[src/rtl/police_sprite_fetch_pkg.sv]
`default_nettype none
// ---------------------------------------------------------------------------
// police_sprite_pkg : sprite geometry and shared types for the sprite fetch
// Revision: 1.0
// ---------------------------------------------------------------------------
package police_sprite_pkg;
  localparam int SPR_W    = 20;
  localparam int SPR_H    = 35;
  localparam int FRAMES   = 2;
  localparam int SPR_SIZE = SPR_W * SPR_H;
  localparam int ADDR_W   = 19;
  localparam int PIX_W    = 5;
  localparam int FSEL_W   = (FRAMES > 1) ? $clog2(FRAMES) : 1;

  typedef logic [9:0]        coord_t;
  typedef logic [10:0]       wcoord_t;
  typedef logic [ADDR_W-1:0] rom_addr_t;
  typedef logic [PIX_W-1:0]  pix_t;
  typedef logic [FSEL_W-1:0] fsel_t;
endpackage
`default_nettype wire

[src/rtl/police_sprite_fetch_if.sv]
`default_nettype none
// ---------------------------------------------------------------------------
// police_sprite_fetch_if : beam/position inputs, ROM port and pixel outputs
// Revision: 1.0
// ---------------------------------------------------------------------------
interface police_sprite_fetch_if;
  import police_sprite_pkg::*;

  logic      frame_tick;
  coord_t    DrawX;
  coord_t    DrawY;
  coord_t    PosX;
  coord_t    PosY;
  logic      facing_left;
  logic      moving;
  pix_t      rom_data;
  rom_addr_t rom_addr;
  pix_t      pixel_idx;
  logic      pixel_on;

  modport master (
    output frame_tick, DrawX, DrawY, PosX, PosY, facing_left, moving, rom_data,
    input  rom_addr, pixel_idx, pixel_on
  );

  modport slave (
    input  frame_tick, DrawX, DrawY, PosX, PosY, facing_left, moving, rom_data,
    output rom_addr, pixel_idx, pixel_on
  );
endinterface
`default_nettype wire

[src/rtl/police_sprite_fetch_anim_ctr.sv]
`default_nettype none
// ---------------------------------------------------------------------------
// sprite_anim_ctr : frame-tick edge detect and walk-cycle frame selection
// Revision: 1.0
// ---------------------------------------------------------------------------
module sprite_anim_ctr
  import police_sprite_pkg::*;
#(
  parameter int ANIM_DIV = 8
) (
  input  wire   Clk,
  input  wire   Reset_n,
  input  wire   frame_tick_i,
  input  wire   moving_i,
  output fsel_t frame_sel_o
);
  localparam int CNT_W = (ANIM_DIV > 1) ? $clog2(ANIM_DIV) : 1;

  logic             tick_q, tick_d;
  logic [CNT_W-1:0] cnt_q, cnt_d;
  fsel_t            sel_q, sel_d;
  logic             tick;

  always_comb begin
    tick_d = frame_tick_i;
    cnt_d  = cnt_q;
    sel_d  = sel_q;
    tick   = frame_tick_i & ~tick_q;
    // moving only matters on a tick; dropping it snaps back to the idle pose
    if (tick) begin
      if (moving_i) begin
        if (cnt_q == CNT_W'(ANIM_DIV - 1)) begin
          cnt_d = '0;
          sel_d = (sel_q == FSEL_W'(FRAMES - 1)) ? '0 : sel_q + 1'b1;
        end else begin
          cnt_d = cnt_q + 1'b1;
        end
      end else begin
        cnt_d = '0;
        sel_d = '0;
      end
    end
  end

  always_ff @(posedge Clk or negedge Reset_n) begin
    if (!Reset_n) begin
      tick_q <= 1'b0;
      cnt_q  <= '0;
      sel_q  <= '0;
    end else begin
      tick_q <= tick_d;
      cnt_q  <= cnt_d;
      sel_q  <= sel_d;
    end
  end

  assign frame_sel_o = sel_q;
endmodule
`default_nettype wire

[src/rtl/police_sprite_fetch.sv]
`default_nettype none
// ---------------------------------------------------------------------------
// police_sprite_fetch : beam-to-ROM address, 2-cycle pixel pipeline
// Revision: 1.0
// ---------------------------------------------------------------------------
module police_sprite_fetch
  import police_sprite_pkg::*;
#(
  parameter int ANIM_DIV   = 8,
  parameter int TRANSP_IDX = 0
) (
  input wire                   Clk,
  input wire                   Reset_n,
  police_sprite_fetch_if.slave bus
);
  fsel_t     frame_sel;
  wcoord_t   dx, dy, px, py, lx, ly, lx_eff;
  logic      hit;
  rom_addr_t rom_addr_q, rom_addr_d;
  logic      hit1_q, hit1_d;
  logic      hit2_q, hit2_d;

  sprite_anim_ctr #(.ANIM_DIV(ANIM_DIV)) u_anim (
    .Clk          (Clk),
    .Reset_n      (Reset_n),
    .frame_tick_i (bus.frame_tick),
    .moving_i     (bus.moving),
    .frame_sel_o  (frame_sel)
  );

  // 11-bit operands so PosX+SPR_W / PosY+SPR_H cannot wrap
  always_comb begin
    dx     = {1'b0, bus.DrawX};
    dy     = {1'b0, bus.DrawY};
    px     = {1'b0, bus.PosX};
    py     = {1'b0, bus.PosY};
    hit    = (dx >= px) && (dx < px + wcoord_t'(SPR_W)) &&
             (dy >= py) && (dy < py + wcoord_t'(SPR_H));
    lx     = dx - px;
    ly     = dy - py;
    lx_eff = bus.facing_left ? (wcoord_t'(SPR_W - 1) - lx) : lx;
    rom_addr_d = '0;
    if (hit) begin
      rom_addr_d = rom_addr_t'(frame_sel) * rom_addr_t'(SPR_SIZE)
                 + rom_addr_t'(ly) * rom_addr_t'(SPR_W)
                 + rom_addr_t'(lx_eff);
    end
    hit1_d = hit;
    hit2_d = hit1_q;
  end

  always_ff @(posedge Clk or negedge Reset_n) begin
    if (!Reset_n) begin
      rom_addr_q <= '0;
      hit1_q     <= 1'b0;
      hit2_q     <= 1'b0;
    end else begin
      rom_addr_q <= rom_addr_d;
      hit1_q     <= hit1_d;
      hit2_q     <= hit2_d;
    end
  end

  assign bus.rom_addr  = rom_addr_q;
  assign bus.pixel_idx = hit2_q ? bus.rom_data : '0;
  assign bus.pixel_on  = hit2_q && (bus.rom_data != PIX_W'(TRANSP_IDX));
endmodule
`default_nettype wire

[src/flat_wrapper.sv]
// flat-port wrapper written by rule: the top's interface ports become plain ports
module police_sprite_fetch_flat import police_sprite_pkg::*;
#(
  parameter int ANIM_DIV   = 8,
  parameter int TRANSP_IDX = 0
)
  (Clk, Reset_n, bus_frame_tick, bus_DrawX, bus_DrawY, bus_PosX, bus_PosY, bus_facing_left, bus_moving, bus_rom_data, bus_rom_addr, bus_pixel_idx, bus_pixel_on);
  police_sprite_fetch_if bus_i ();
  input wire Clk;
  input wire Reset_n;
  input wire logic [$bits(bus_i.frame_tick)-1:0] bus_frame_tick;
  input wire logic [$bits(bus_i.DrawX)-1:0] bus_DrawX;
  input wire logic [$bits(bus_i.DrawY)-1:0] bus_DrawY;
  input wire logic [$bits(bus_i.PosX)-1:0] bus_PosX;
  input wire logic [$bits(bus_i.PosY)-1:0] bus_PosY;
  input wire logic [$bits(bus_i.facing_left)-1:0] bus_facing_left;
  input wire logic [$bits(bus_i.moving)-1:0] bus_moving;
  input wire logic [$bits(bus_i.rom_data)-1:0] bus_rom_data;
  output wire logic [$bits(bus_i.rom_addr)-1:0] bus_rom_addr;
  output wire logic [$bits(bus_i.pixel_idx)-1:0] bus_pixel_idx;
  output wire logic [$bits(bus_i.pixel_on)-1:0] bus_pixel_on;
  assign bus_i.frame_tick = bus_frame_tick;
  assign bus_i.DrawX = bus_DrawX;
  assign bus_i.DrawY = bus_DrawY;
  assign bus_i.PosX = bus_PosX;
  assign bus_i.PosY = bus_PosY;
  assign bus_i.facing_left = bus_facing_left;
  assign bus_i.moving = bus_moving;
  assign bus_i.rom_data = bus_rom_data;
  assign bus_rom_addr = bus_i.rom_addr;
  assign bus_pixel_idx = bus_i.pixel_idx;
  assign bus_pixel_on = bus_i.pixel_on;
  police_sprite_fetch #(.ANIM_DIV(ANIM_DIV), .TRANSP_IDX(TRANSP_IDX)) u_core (.Clk(Clk), .Reset_n(Reset_n), .bus(bus_i));
endmodule
[config.mk]
export PLATFORM = sky130hd
export DESIGN_NAME = police_sprite_fetch_flat
export DESIGN_NICKNAME = d
export VERILOG_FILES = /design/src/rtl/police_sprite_fetch_pkg.sv /design/src/rtl/police_sprite_fetch_if.sv /design/src/rtl/police_sprite_fetch_anim_ctr.sv /design/src/rtl/police_sprite_fetch.sv /design/src/flat_wrapper.sv
export SDC_FILE = /design/constraint.sdc
export NUM_CORES = 1
export LEC_CHECK = 0
export BUFFER_PORTS_ARGS = -buffer_cell sky130_fd_sc_hd__buf_2
export CAP_MARGIN = 30
export CELL_PAD_IN_SITES_DETAIL_PLACEMENT = 1
export CELL_PAD_IN_SITES_GLOBAL_PLACEMENT = 1
export CORE_MARGIN = 1
export CORE_UTILIZATION = 38
export CTS_CLUSTER_SIZE = 20
export DETAILED_ROUTE_END_ITERATION = 16
export PLACE_DENSITY_LB_ADDON = 0.1
export SLEW_MARGIN = 15
export SYNTH_ARGS = -nofsm -noshare
export SYNTH_HDL_FRONTEND = slang
export SYNTH_SLANG_ARGS = --single-unit
export TNS_END_PERCENT = 10
[constraint.sdc]
create_clock -name Clk -period 2.9 [get_ports Clk]
set_input_delay 0.58 -clock Clk [delete_from_list [all_inputs] [get_ports Clk]]
set_output_delay 0.58 -clock Clk [all_outputs]
set_load 0.005 [all_outputs]
## Yosys cells after proc, flatten, opt, wreduce, memory -nomap -nowiden

Cells that the tools add are included.

- Output and inout port bits: 25
- Flip-flop bits (word level): 26

- Bitwise operators: 2
- $mul: 2
- Reduce and logical (&&, ||, !) cells: 6
- $add $sub $neg: 9
- Mux-type cells: 8
- Equality and inequality tests: 2
- Order comparisons: 4

Operators with widths:

| cell | number |
|---|---|
| $lt A10 B11 Y1 | 2 |
| $sub A10 B10 Y11 | 2 |
| $ge A10 B10 Y1 | 2 |
| $add A19 B11 Y19 | 1 |
| $mux W19 | 1 |
| $add A11 B16 Y17 | 1 |
| $mul A11 B3 Y14 const B | 1 |
| $add A10 B5 Y11 const B | 1 |
| $add A10 B6 Y11 const B | 1 |
| $mux W11 | 1 |
| $sub A5 B11 Y11 const A | 1 |
| $mul A1 B8 Y9 const B | 1 |
| $mux W3 | 2 |
| $mux W5 | 1 |
| $reduce_bool A5 Y1 | 1 |
| $logic_and A1 B1 Y1 | 4 |
| $add A3 B1 Y3 const B | 1 |
| $eq A3 B3 Y1 const B | 1 |
| $mux W1 | 3 |
| $ne A2 B1 Y1 const B | 1 |
| $reduce_and A2 Y1 | 1 |
| $add A1 B1 Y1 const B | 1 |
| $and A1 B1 Y1 | 1 |
| $not A1 Y1 | 1 |

## Logic depth before layout (Yosys ltp)

Gate-level depths: netlist of run 1.

- Depth in word-level cells: 6
- Depth in mapped cells: 24

## Cells and area by module

From an unflattened synthesis of run 1, not the netlist that was laid out.

- Cells, all modules: 454
- Area total of the unflattened synthesis: 3846.2 µm²

Modules (own cells, without submodules):

| module | sequential area each (µm²) | cells an instance | area each (µm²) | instances |
|---|---|---|---|---|
| police_sprite_fetch | 475.5 | 433 | 3599.7 | 1 |
| sprite_anim_ctr | 125.1 | 21 | 246.5 | 1 |

## Worst setup path after synthesis of run 1

Ideal clock, no wire load.

- Path type: input to register
- Start: in bus_PosY[1]
- End: reg u_core.rom_addr_q[15], in the netlist u_core.bus.rom_addr[15]
- Stages: 24
- Library setup time: 84 ps
- Path slack: -2045 ps
- Arrival time: 4862 ps
- Cell sequence: inv_1 ha_1 nor2b_1 o31a_1 o21a_1 nor2_1 o21bai_1 a21oi_1 xnor2_1 ha_1 ha_1 o21a_1 o31a_1 a21oi_1 ha_1 nor3b_1 o22ai_1 xor2_1 ha_1 nand2_1 o21ai_0 and3_1 nand3_1 a31oi_1

- Word-level cells in the longest chain between the ends: 5
- Elaborated cells on any way between the ends: 10

RTL lines:

| what | RTL line | source |
|---|---|---|
| from (decl) | flat_wrapper.sv:15 | `input wire logic [$bits(bus_i.PosY)-1:0] bus_PosY;` |
| $sub A10 B10 Y11 | police_sprite_fetch.sv:40 | `ly = dy - py;` |
| $mul A11 B3 Y14 | police_sprite_fetch.sv:45 | `+ rom_addr_t'(ly) * rom_addr_t'(SPR_W)` |
| $add A11 B16 Y17 | police_sprite_fetch.sv:45 |  |
| $add A19 B11 Y19 | police_sprite_fetch.sv:46 | `+ rom_addr_t'(lx_eff);` |
| $mux W19 * | police_sprite_fetch.sv:43 | `if (hit) begin` |
| net u_core.rom_addr_d[15] | police_sprite_fetch.sv:19 | `rom_addr_t rom_addr_q, rom_addr_d;` |
| to (signal assigned) | police_sprite_fetch.sv:58 | `rom_addr_q <= rom_addr_d;` |
| to (decl) | police_sprite_fetch.sv:19 |  |

The timed path passes the listed nets; every way through them passes the cells marked *.
A chain may end at the register's enable or synchronous reset.

## Final worst setup path of run 1

- Start: in bus_PosY[1]
- End: reg u_core.rom_addr_q[13], in the netlist u_core.bus.rom_addr[13]

Same word-level chain as after synthesis.

==> results.md, run 1 <==
* Outcome: finished, violations left
* Failing checks: setup timing
* Synth Instances at about 480
* Initial antenna violation count at 0
* P&R area growth vs syn at 55.3%
* R2r endpoint: u_core.bus.rom_addr[13]
* Hold_buf cts at 0
* Dpl cells at between 800 and 900
* Simple-gate portion of the synthesized area at ~17%
* Synth Area in Adders at between 20% and 30%
* Setup ws final at -1710 ps
* Drt total wl at between 10000 and 15000 um
* Iteration-0 DRC Markers at 63
* Yosys warnings at 0
* Final core occ at 61.8%
* Leakage power at roughly 0.0032 uW
* Top Ports at between 70 and 80
* Cell Count, Final, Fillers Out at between 800 and 900
* R2r setup slk at -350 ps
* RSZ-0062 raised after global routing: true
* CTS clock-pin slew for the worst setup and hold paths at about 80 ps
* Die Ht at 104 um
* Crit path DAT at 4770 ps
* Crit Path Max Fanout at 3
* Fmax at ~220 MHz
* Final slew viol count at 0
* Measured slew at the worst slew-check pin at approximately 530 ps
* Largest net degree at the start of global routing at 26
* CP Class: input pin to flop
* Tcrit/Tclk final at 159%
* CTS tree: done
* Vias at 4360
* PwrDens at between 600 and 700 nW/um2
* Vias in the first global route at 4877
* Seq/Total Area, Yosys at between 15 and 20%
* Final net count at between 800 and 900
* Hold/Removal Path Class: input pin to async pin
* Startpoint class of the critical path: input pin
* Design area at a little over 6000 um2
* Hold slack at between 200 and 300 ps
* Compound-gate portion of the synthesized area at a little under a quarter
* Synthesized cell area at roughly 3900 um2
* Final Hold Fails at 0
* Tmin final at 4610 ps
* Largest family of logic cells by synthesized area: adder cells
* Final setup violation count at 17
* Required @ worst endpoint at around 3000 ps
* Gr ovfl total at 0
* Placement Cell Area at 5760 um2
* Synth top area share at 23.5%
* Cell variety after synth at 60
* Synth top area cells: ha_1, dfrtp_1, xnor2_1, inv_1, nor2_1
* Rel. slew slack at approximately 64%
* Seq cells post-synth at 25
* Die X at 104 um
* XOR/XNOR Fraction of Synth Area at 13.3%
* DRC Markers at 0
* Top FF cell, synth: dfrtp_1
* Vias per cell at 5.10
* Root Buffer: clkbuf_8
* Worst setup EP type: flop
* Number of core rows at 36
* Multi-input logic area at ~3500 um2
* Post-synth top area cell: ha_1
* Drt wl/cell at between 10 and 15 um
* Max clock buf depth at 2
* 1st-pass router iterations at 4
* Port bufs at 73
* HPWL after DPL at approximately 10000 um
* Mean area per synthesized cell at a little over 8 um2
* FF-to-FF path depth at 17
* Worst reg2reg startpoint: u_core.u_anim.frame_sel_o
* Share of cells above drive strength 1 at between 40% and 50%
* Post-DRT Antenna Nets at 0
* Fill count at roughly 1200
* Mux share of post-synthesis cell area at 0%
* Die Area at approximately 11000 um2
* Max-Cap Viols at 0
* Maximum vdd ir drop at around 0.37 mV
* Ys async rst share at 100%
* Antenna diodes at 0
* Clock Skews at 5.04 ps
* Register area at 626 um2
* RePlAce Congestion at approximately 0.80
* Core box area at 9910 um2
* GRT Overall Usage at 23.9%
* CTS H-tree depth at 1
* Clock Latency Late Sink at between 200 and 300 ps
* EDFF count, synth at 0
* First-pass GRT wire length at 21600 um
* # clock sinks at 25
* Starting density of the core at around two fifths
* CTS buffer count at 3
## stage by stage
step / total power (uW) / TNS (ps) / worst slack [ps]
after floorplan: 2250 / -14020 / -1750
after global placement: 3410 / -20670 / -1900
after detailed placement: 3580 / -23700 / -2120
after CTS: 4100 / -14440 / -1640
after global routing: 4550 / -18350 / -2000
final: 4200 / -15040 / -1710
## report_power, final
group          internal, uW  leakage (uW)  total, uW  switching (uW)
Clock                  96.0     0.0000255        198             102
Combinational          1930       0.00279       3600            1670
Sequential              386      0.000338        399            13.2
## cell usage after synthesis, types with 9 or more instances
master and number:
a21o_1 11, a21oi_1 28, dfrtp_1 25, ha_1 74, inv_1 42, nand2_1 32
nand3_1 12, nor2_1 40, nor2b_1 9, nor3_1 12, o21a_1 14, o21ai_0 22
o21bai_1 9, xnor2_1 40, xor2_1 16
## how the worst max path moves through the flow
stage / cells after the start / from / to
floorplan: 24 / bus_PosY[1] / u_core.bus.rom_addr[15]
global placement: 25 / bus_PosY[1] / u_core.bus.rom_addr[15]
detailed placement: 24 / bus_DrawY[0] / u_core.bus.rom_addr[15]
CTS: 25 / bus_PosY[1] / u_core.bus.rom_addr[15]
global route: 25 / bus_PosY[3] / u_core.bus.rom_addr[14]
finish: 25 / bus_PosY[1] / u_core.bus.rom_addr[13]
## flip-flops by register name (all words and copies together), names as in the netlist
name                       flops
u_core.bus.rom_addr           18
u_core.u_anim.cnt_q            3
u_core.u_anim.tick_q           1
u_core.u_anim.frame_sel_o      1
u_core.hit2_q                  1
u_core.hit1_q                  1
## routing by layer
| layer | up-vias | track usage, % | share of wire (%) |
|---|---|---|---|
| met5 | - | 0 | 0 |
| li1 | 2182 | - | - |
| met4 | 0 | 6.02 | 1.9 |
| met2 | 85 | 48.5 | 55 |
| met1 | 2070 | 26.5 | 41 |
| met3 | 23 | 1.57 | 2.4 |
## critical path, stage by stage
cell and delay (ps):
buf_8 100, inv_6 50, ha_4 190, nor2b_4 120, o31a_1 260, o21a_1 180, nor2_2 120, o21bai_1 120
a21oi_1 190, xnor2_1 180, ha_1 310, ha_4 280, o21a_1 110, o31a_1 190, a21oi_2 40, ha_1 300
nor3b_4 220, o22ai_2 120, xor2_1 170, ha_1 340, nand2_1 80, o21ai_2 130, and3_4 200, xnor2_1 110
nor2_1 50
## logic make-up (layout without fill, tap and decap cells)
kind of cell	Yosys count	count (layout)
other cells	1	3
simple gates	139	139
compound gates	127	127
buf+inv	46	290
fa+ha+maj	80	80
flops	25	25
xor+xnor	58	58
## final cells by class
cell class | instances | share of cell area (%)
timing repair buffer | 244 | 27.2
clock buffer | 3 | 0.674
multi-input combinational | 407 | 56.4
sequential | 25 | 10.2
clock inverter | 1 | 0.0817
tap | 133 | 2.72
inverter | 42 | 2.66
## timing repair
action / in CTS / in global routing
pin swaps: 26 / 6
setup buffers: 8 / 2
setup endpoints to repair: 17 / 17
gates resized for setup: 39 / 8
## placed cells by master (no fill, tap or decap), drive strengths merged, types with 4 or more instances in the layout
| cell type | n |
|---|---|
| xor2 | 16 |
| a21o | 11 |
| nor3 | 12 |
| ha | 74 |
| nor2b | 10 |
| and2 | 7 |
| nand3 | 12 |
| nand4 | 4 |
| inv | 42 |
| o21a | 14 |
| nor2 | 40 |
| o21ai | 25 |
| o2111ai | 5 |
| a211oi | 8 |
| o31ai | 6 |
| fa | 5 |
| xnor2 | 42 |
| buf | 244 |
| o22ai | 4 |
| nand2 | 32 |
| dfrtp | 25 |
| a21oi | 29 |
| o21bai | 9 |
| nand2b | 6 |
No activity file was read; power rests on OpenSTA's default activity.
==> run 2, diff against run 1 <==
==> constraint.sdc (replaced) <==
create_clock -name Clk -period 2.9 [get_ports Clk]
set_input_delay 0.145 -clock Clk [delete_from_list [all_inputs] [get_ports Clk]]
set_output_delay 0.145 -clock Clk [all_outputs]
set_load 0.005 [all_outputs]
==> run 2 against run 1 <==
The flow still finishes with violations (setup timing). Setup slack better by 400 ps. Sequential share of layout area is 0.18 points higher. Non-clock buffer count is 14 lower. Power is 0.64% higher. Routed wire length is 3.1% lower. Clock skew is 4.2 ps higher. Final area is 1.7% lower. Sequential power hardly changed. Flip-flop and latch count stayed put. Critical path type unchanged.
==> results.md, run 2 (synthesis results as in run 1) <==
* Vias at 4298 (-1.4%)
* Root Buffer: clkbuf_8
* CTS buffer count at 3 (unchanged)
* Tcrit/Tclk final at 145% (-14 points)
* Register share of total power at 9.4% (about the same)
* Core box area at 9910 um2 (unchanged)
* FF-to-FF path depth at 14 (-3)
* Vias in the first global route at 4735 (-2.9%)
* Most Frequent Cell on Critical Path: ha_1
* Crit Path Max Fanout at 3 (unchanged)
* Most frequent cells in the layout: buf_4, buf_2, ha_1
* # clock sinks at 25 (unchanged)
* Worst reg2reg startpoint: u_core.u_anim.frame_sel_o
* Outcome: finished, violations left
* Max clock buf depth at 2 (unchanged)
* Gr ovfl total at 0 (unchanged)
* Starting density of the core at 39.8% (unchanged)
* Startpoint class of the critical path: input pin
* Internal Power at 2400 uW (-0.64%)
* Drt total wl at 12400 um (-3.1%)
* Final net count at 838 (-1.6%)
* Initial antenna violation count at 0 (unchanged)
* Worst setup EP type: flop
* Fmax at 237 MHz (+9.4%)
* Top Ports at 75 (unchanged)
* Final setup violation count at 10 (-7)
* Max-Cap Viols at 0 (unchanged)
* R2r setup slk at -330 ps (+20 ps)
* RSZ-0062 raised after global routing: true
* Final Hold Fails at 0 (unchanged)
* R2r endpoint: u_core.bus.rom_addr[14]
* CTS H-tree depth at 1 (unchanged)
* P&R area growth vs syn at 52.7%
* Die Ht at 104 um (unchanged)
* Fill count at 1225 (-0.082%)
* Maximum vdd ir drop at 0.505 mV (+37%)
* Leakage power at 0.00309 uW (-1.9%)
* HPWL after DPL at 10100 um (-3.8%)
* Sw Ratio at 43.3% (+0.73 points)
* CP Class: input pin to flop
* Final slew viol count at 0 (unchanged)
* CTS tree: done
* Worst Setup SP: bus_PosY[1]
* PwrDens at 702 nW/um2 (+2.4%)
* First-pass GRT wire length at 20800 um (-3.7%)
* Max incr delay on CP at 360 ps (+20 ps)
* Share of cells above drive strength 1 at 42.1% (-1.1 points)
* Clk network pwr share at 5.2% (+0.5 points)
* Vias per cell at 5.11 (+0.22%)
* Measured slew at the worst slew-check pin at 535 ps (+1.77 ps)
* Failing checks: setup timing
* 1st-pass router iterations at 4 (unchanged)
* Largest register FFs at 18 (unchanged)
* Rel. slew slack at 64.3% (-0.12 points)
* Clock Skews at 9.21 ps (+4.17 ps)
* Hold slack at 141 ps (-141 ps)
* CTS clock-pin slew for the worst setup and hold paths at 90 ps (about the same)
* Port bufs at 73 (unchanged)
* Clock Latency Late Sink at 280 ps (about the same)
* Drt wl/cell at 14.8 um (-1.5%)
* Crit path DAT at 4410 ps (-360 ps)
* Required @ worst endpoint at 3100 ps (+40 ps)
* Number of core rows at 36 (unchanged)
* Slowest cell on the critical path: ha_1
* Tmin final at 4210 ps (-398 ps)
* Setup TNS at -9510 ps (+5530 ps)
* Setup ws final at -1310 ps (+398 ps)
* Post-DRT Antenna Nets at 0 (unchanged)
* Die X at 104 um (unchanged)
* Iteration-0 DRC Markers at 61 (-3.2%)
* Power share of the combinational group at 85.3% (-0.5 points)
* Hold/Removal Path Class: input pin to flop
* Die Area at 10800 um2 (unchanged)
* Most common cell after layout, fill and taps aside: buf_4
* DRC Markers at 0 (unchanged)
* Antenna diodes at 0 (unchanged)
* Largest net degree at the start of global routing at 26 (unchanged)
* GRT Overall Usage at 22.6% (-1.4 points)
* NetSw at 1830 uW (+2.4%)
* Worst Setup EP: u_core.bus.rom_addr[15]
* RePlAce Congestion at 0.805 (+1.0%)
## run 2: changes by cell type in the layout (fill, tap and decap cells not counted), moves of 2 or more
cell / previous run / this run
buf_4: 171 / 155
o21ai_1: 4 / 8
o21ai_0: 19 / 16
a21oi_1: 17 / 19
a21oi_2: 11 / 9
dlygate4sd3_1: 0 / 2
## run 2: per-stage QoR
step | cells | instance area (um2) | setup WS (ps) | power, uW | utilization (%)
2_1_floorplan | 478 | 4040 | -1310 | 2250 | -
3_3_place_gp | 823 | 5630 | -1460 | 3390 | 56.8
3_5_place_dp | 823 | 5630 | -1710 | 3530 | 56.8
4_1_cts | 838 | 5850 | -1200 | 3980 | 59.0
5_1_grt | 841 | 6020 | -1520 | 4590 | 60.7
6_report | 841 | 6020 | -1310 | 4220 | 60.7
## run 2: worst min path at each step
stage | from | endpoint | slack, ps | cells after the start
2_1_floorplan | Reset_n | u_core.bus.rom_addr[0] | -150 | 0
3_5_place_dp | Reset_n | u_core.bus.rom_addr[17] | 160 | 1
6_report | bus_moving | u_core.u_anim.cnt_q[2] | 140 | 3
5_1_grt | bus_moving | u_core.u_anim.cnt_q[2] | 150 | 3
3_3_place_gp | Reset_n | u_core.bus.rom_addr[17] | 150 | 1
4_1_cts | bus_moving | u_core.u_anim.cnt_q[2] | 140 | 3
## run 2: what timing repair did
action / in CTS / in global routing
setup buffers: 9 / 3
hold buffers: 2 / 0
pin swaps: 23 / 13
gates cloned: 0 / 0
endpoints found under the setup margin: 11 / 17
hold endpoints to repair: 26 / 0
resized for setup: 25 / 27
## run 2: critical path: cells and delay by family
family                     cells  cell delay (ps)
adders and majority gates      5             1420
AOI/OAI and AO/OA             10             1540
xor gates and xnor gates       2              310
and+or+nand+nor                6              820
buffers and inverters          2              150
## run 2: layout make-up
class / instances / area [um2] / share of cell area (%)
inverter: 42 / 163 / 2.70
tap: 133 / 166 / 2.77
sequential: 25 / 626 / 10.4
timing repair buffer: 230 / 1570 / 26.1
clock inverter: 1 / 8.76 / 0.146
clock buffer: 3 / 41.3 / 0.686
multi-input combinational: 407 / 3440 / 57.2
## run 2: power by group through the flow
stage / clock network, uW / logic [uW] / registers, uW
6_report: 220 / 3600 / 399
5_1_grt: 239 / 3950 / 404
4_1_cts: 227 / 3350 / 400
3_5_place_dp: 0 / 3120 / 407
3_3_place_gp: 0 / 2980 / 405
2_1_floorplan: 0 / 1840 / 410
## run 2: metal layers
layer | up-vias | global-route usage, % | routed length (um)
li1 | 2149 | - | -
met1 | 2039 | 25.3 | 5150
met2 | 89 | 45.4 | 6730
met3 | 21 | 1.89 | 338
met4 | 0 | 4.90 | 195
met5 | - | 0 | 0
==> run 3, diff against run 2 <==
Settings changed: SETUP_SLACK_MARGIN from default to 0.05.
==> run 3 against run 2 <==
The run still ends with setup timing left. Critical path type unchanged. Non-clock buffer count unchanged. Via count increased by 0.19%. Final area increased by 0.40%. Routed wire length increased by 0.55%. Global-route usage unchanged. Core utilization increased by 0.24 points. Power increased by 0.42%. Largest power group unchanged. Setup slack improved by 0.88 ps.
==> results.md, run 3 (synthesis results as in run 1) <==
* Outcome: finished, violations left
* Failing checks: setup timing
* GRT Overall Usage at 22.6% (unchanged)
* DP Worst Slack at -1710 ps (unchanged)
* Vias per cell at 5.12 (+0.19%)
* First-pass GRT wire length at 20800 um (unchanged)
* Final setup violation count at 10 (unchanged)
* Die X at 104 um (unchanged)
* Clock Latency Late Sink at 280 ps (about the same)
* Crit path DAT at 4410 ps (about the same)
* Drt wl/cell at 14.8 um (+0.55%)
* Maximum vdd ir drop at 0.505 mV (about the same)
* Iteration-0 DRC Markers at 59 (-3.3%)
* Gr ovfl total at 0 (unchanged)
* Leakage power at 0.00309 uW (about the same)
* Fmax at 237 MHz (about the same)
* Vias in the first global route at 4735 (unchanged)
* Die Ht at 104 um (unchanged)
* Most frequent cells in the layout: buf_4, buf_2, ha_1
* Rel. slew slack at 64.3% (about the same)
* Register area at 626 um2 (unchanged)
* 1st-pass router iterations at 4 (unchanged)
* Post-DRT Antenna Nets at 0 (unchanged)
* Drt total wl at 12500 um (+0.55%)
* Antenna diodes at 0 (unchanged)
* Largest net degree at the start of global routing at 26 (unchanged)
* Most common cell after layout, fill and taps aside: buf_4
* CTS clock-pin slew for the worst setup and hold paths at 90 ps (about the same)
* Final slew viol count at 0 (unchanged)
* PwrDens at 702 nW/um2 (about the same)
* Worst Path Buf+Inv at 2 (unchanged)
* Clock Skews at 9.30 ps (+0.0876 ps)
* CTS buffer count at 3 (unchanged)
* Crit path max-delay family: compound AO/OA/AOI/OAI gates
* HPWL after DPL at 10100 um (unchanged)
* Vias at 4306 (+0.19%)
* Initial antenna violation count at 0 (unchanged)
* Port bufs at 73 (unchanged)
* Top Ports at 75 (unchanged)
* Max clock buf depth at 2 (unchanged)
* Max incr delay on CP at 360 ps (about the same)
* Crit Path Max Fanout at 3 (unchanged)
* RSZ-0062 raised after global routing: true
* Root Buffer: clkbuf_8
* Required @ worst endpoint at 3100 ps (about the same)
* Fill count at 1220 (-0.41%)
* Most Frequent Cell on Critical Path: ha_1
* Tcrit/Tclk final at 145% (about the same)
* Die Area at 10800 um2 (unchanged)
* Slowest cell on the critical path: ha_1
* Starting density of the core at 39.8% (unchanged)
* Number of core rows at 36 (unchanged)
* P&R area growth vs syn at 53.3%
* # clock sinks at 25 (unchanged)
* Worst setup EP type: flop
* Setup ws final at -1310 ps (+0.880 ps)
* Max-Cap Viols at 0 (unchanged)
* Startpoint class of the critical path: input pin
* Tmin final at 4210 ps (-0.880 ps)
* CTS tree: done
* Largest register FFs at 18 (unchanged)
* Final Hold Fails at 0 (unchanged)
* CP Class: input pin to flop
* CTS H-tree depth at 1 (unchanged)
* Share of cells above drive strength 1 at 42.5% (+0.42 points)
* Final net count at 838 (unchanged)
* RePlAce Congestion at 0.805 (unchanged)
* DRC Markers at 0 (unchanged)
* Hold slack at 141 ps (-0.213 ps)
* Hold/Removal Path Class: input pin to flop
* Multi-input logic area at 3460 um2 (+0.69%)
* Core box area at 9910 um2 (unchanged)
* Measured slew at the worst slew-check pin at 535 ps (-0.0533 ps)
## run 3: changes by cell type in the layout (fill, tap and decap cells not counted)
cell,change
xor2_2,+1
ha_1,-1
xor2_1,-1
a21oi_2,+1
ha_4,+1
a21oi_1,-1
## run 3: final timing paths
path	end	slack [ps]	start	cells after the start
worst max-delay path	u_core.bus.rom_addr[15]	-1310	bus_PosY[1]	25
min in group asynchronous	u_core.bus.rom_addr[17]	360	Reset_n	2
worst max register to register	u_core.bus.rom_addr[14]	-340	u_core.u_anim.frame_sel_o	14
max in group asynchronous	u_core.bus.rom_addr[13]	2170	Reset_n	2
worst min register to register	u_core.hit2_q	360	u_core.hit1_q	0
worst min-delay path	u_core.u_anim.cnt_q[2]	140	bus_moving	3
## run 3: repair_timing
action                                  4_1_cts  5_1_grt
endpoints found under the setup margin       11       17
gates resized for setup                      25       30
hold buffers                                  2        0
pin swaps                                    23       13
endpoints found under the hold margin        26        0
buffers inserted                              9        3
## run 3: area by class of cell
class / instances / area share (%)
inverter: 42 / 2.69
sequential: 25 / 10.4
multi-input combinational: 407 / 57.4
clock inverter: 1 / 0.145
timing repair buffer: 230 / 26.0
tap: 133 / 2.75
clock buffer: 3 / 0.684
## run 3: tightest hold or removal path, stage by stage
cell	delay, ps
buf_2	130
nand3_1	80
nand2_1	50
## run 3: per-layer routing
metal / GRT usage [%] / wire length, um / up-vias
met5: 0 / 0 / -
met4: 4.90 / 205 / 0
met3: 1.89 / 340 / 21
met2: 45.4 / 6750 / 88
met1: 25.3 / 5180 / 2053
li1: - / - / 2144
## run 3: power by group
group,internal [uW],switching [uW]
clock network,101,119
logic,1920,1710
registers,386,12.8
total,2400,1840
## run 3: stage by stage
step / TNS [ps] / utilization, % / cell area (um2) / instances / power [uW]
final: -9460 / 61.0 / 6040 / 841 / 4240
after global placement: -13130 / 56.8 / 5630 / 823 / 3390
after detailed placement: -15330 / 56.8 / 5630 / 823 / 3530
after floorplan: -9320 / - / 4040 / 478 / 2250
after global routing: -11180 / 61.0 / 6040 / 841 / 4610
after CTS: -8750 / 59.0 / 5850 / 838 / 3980
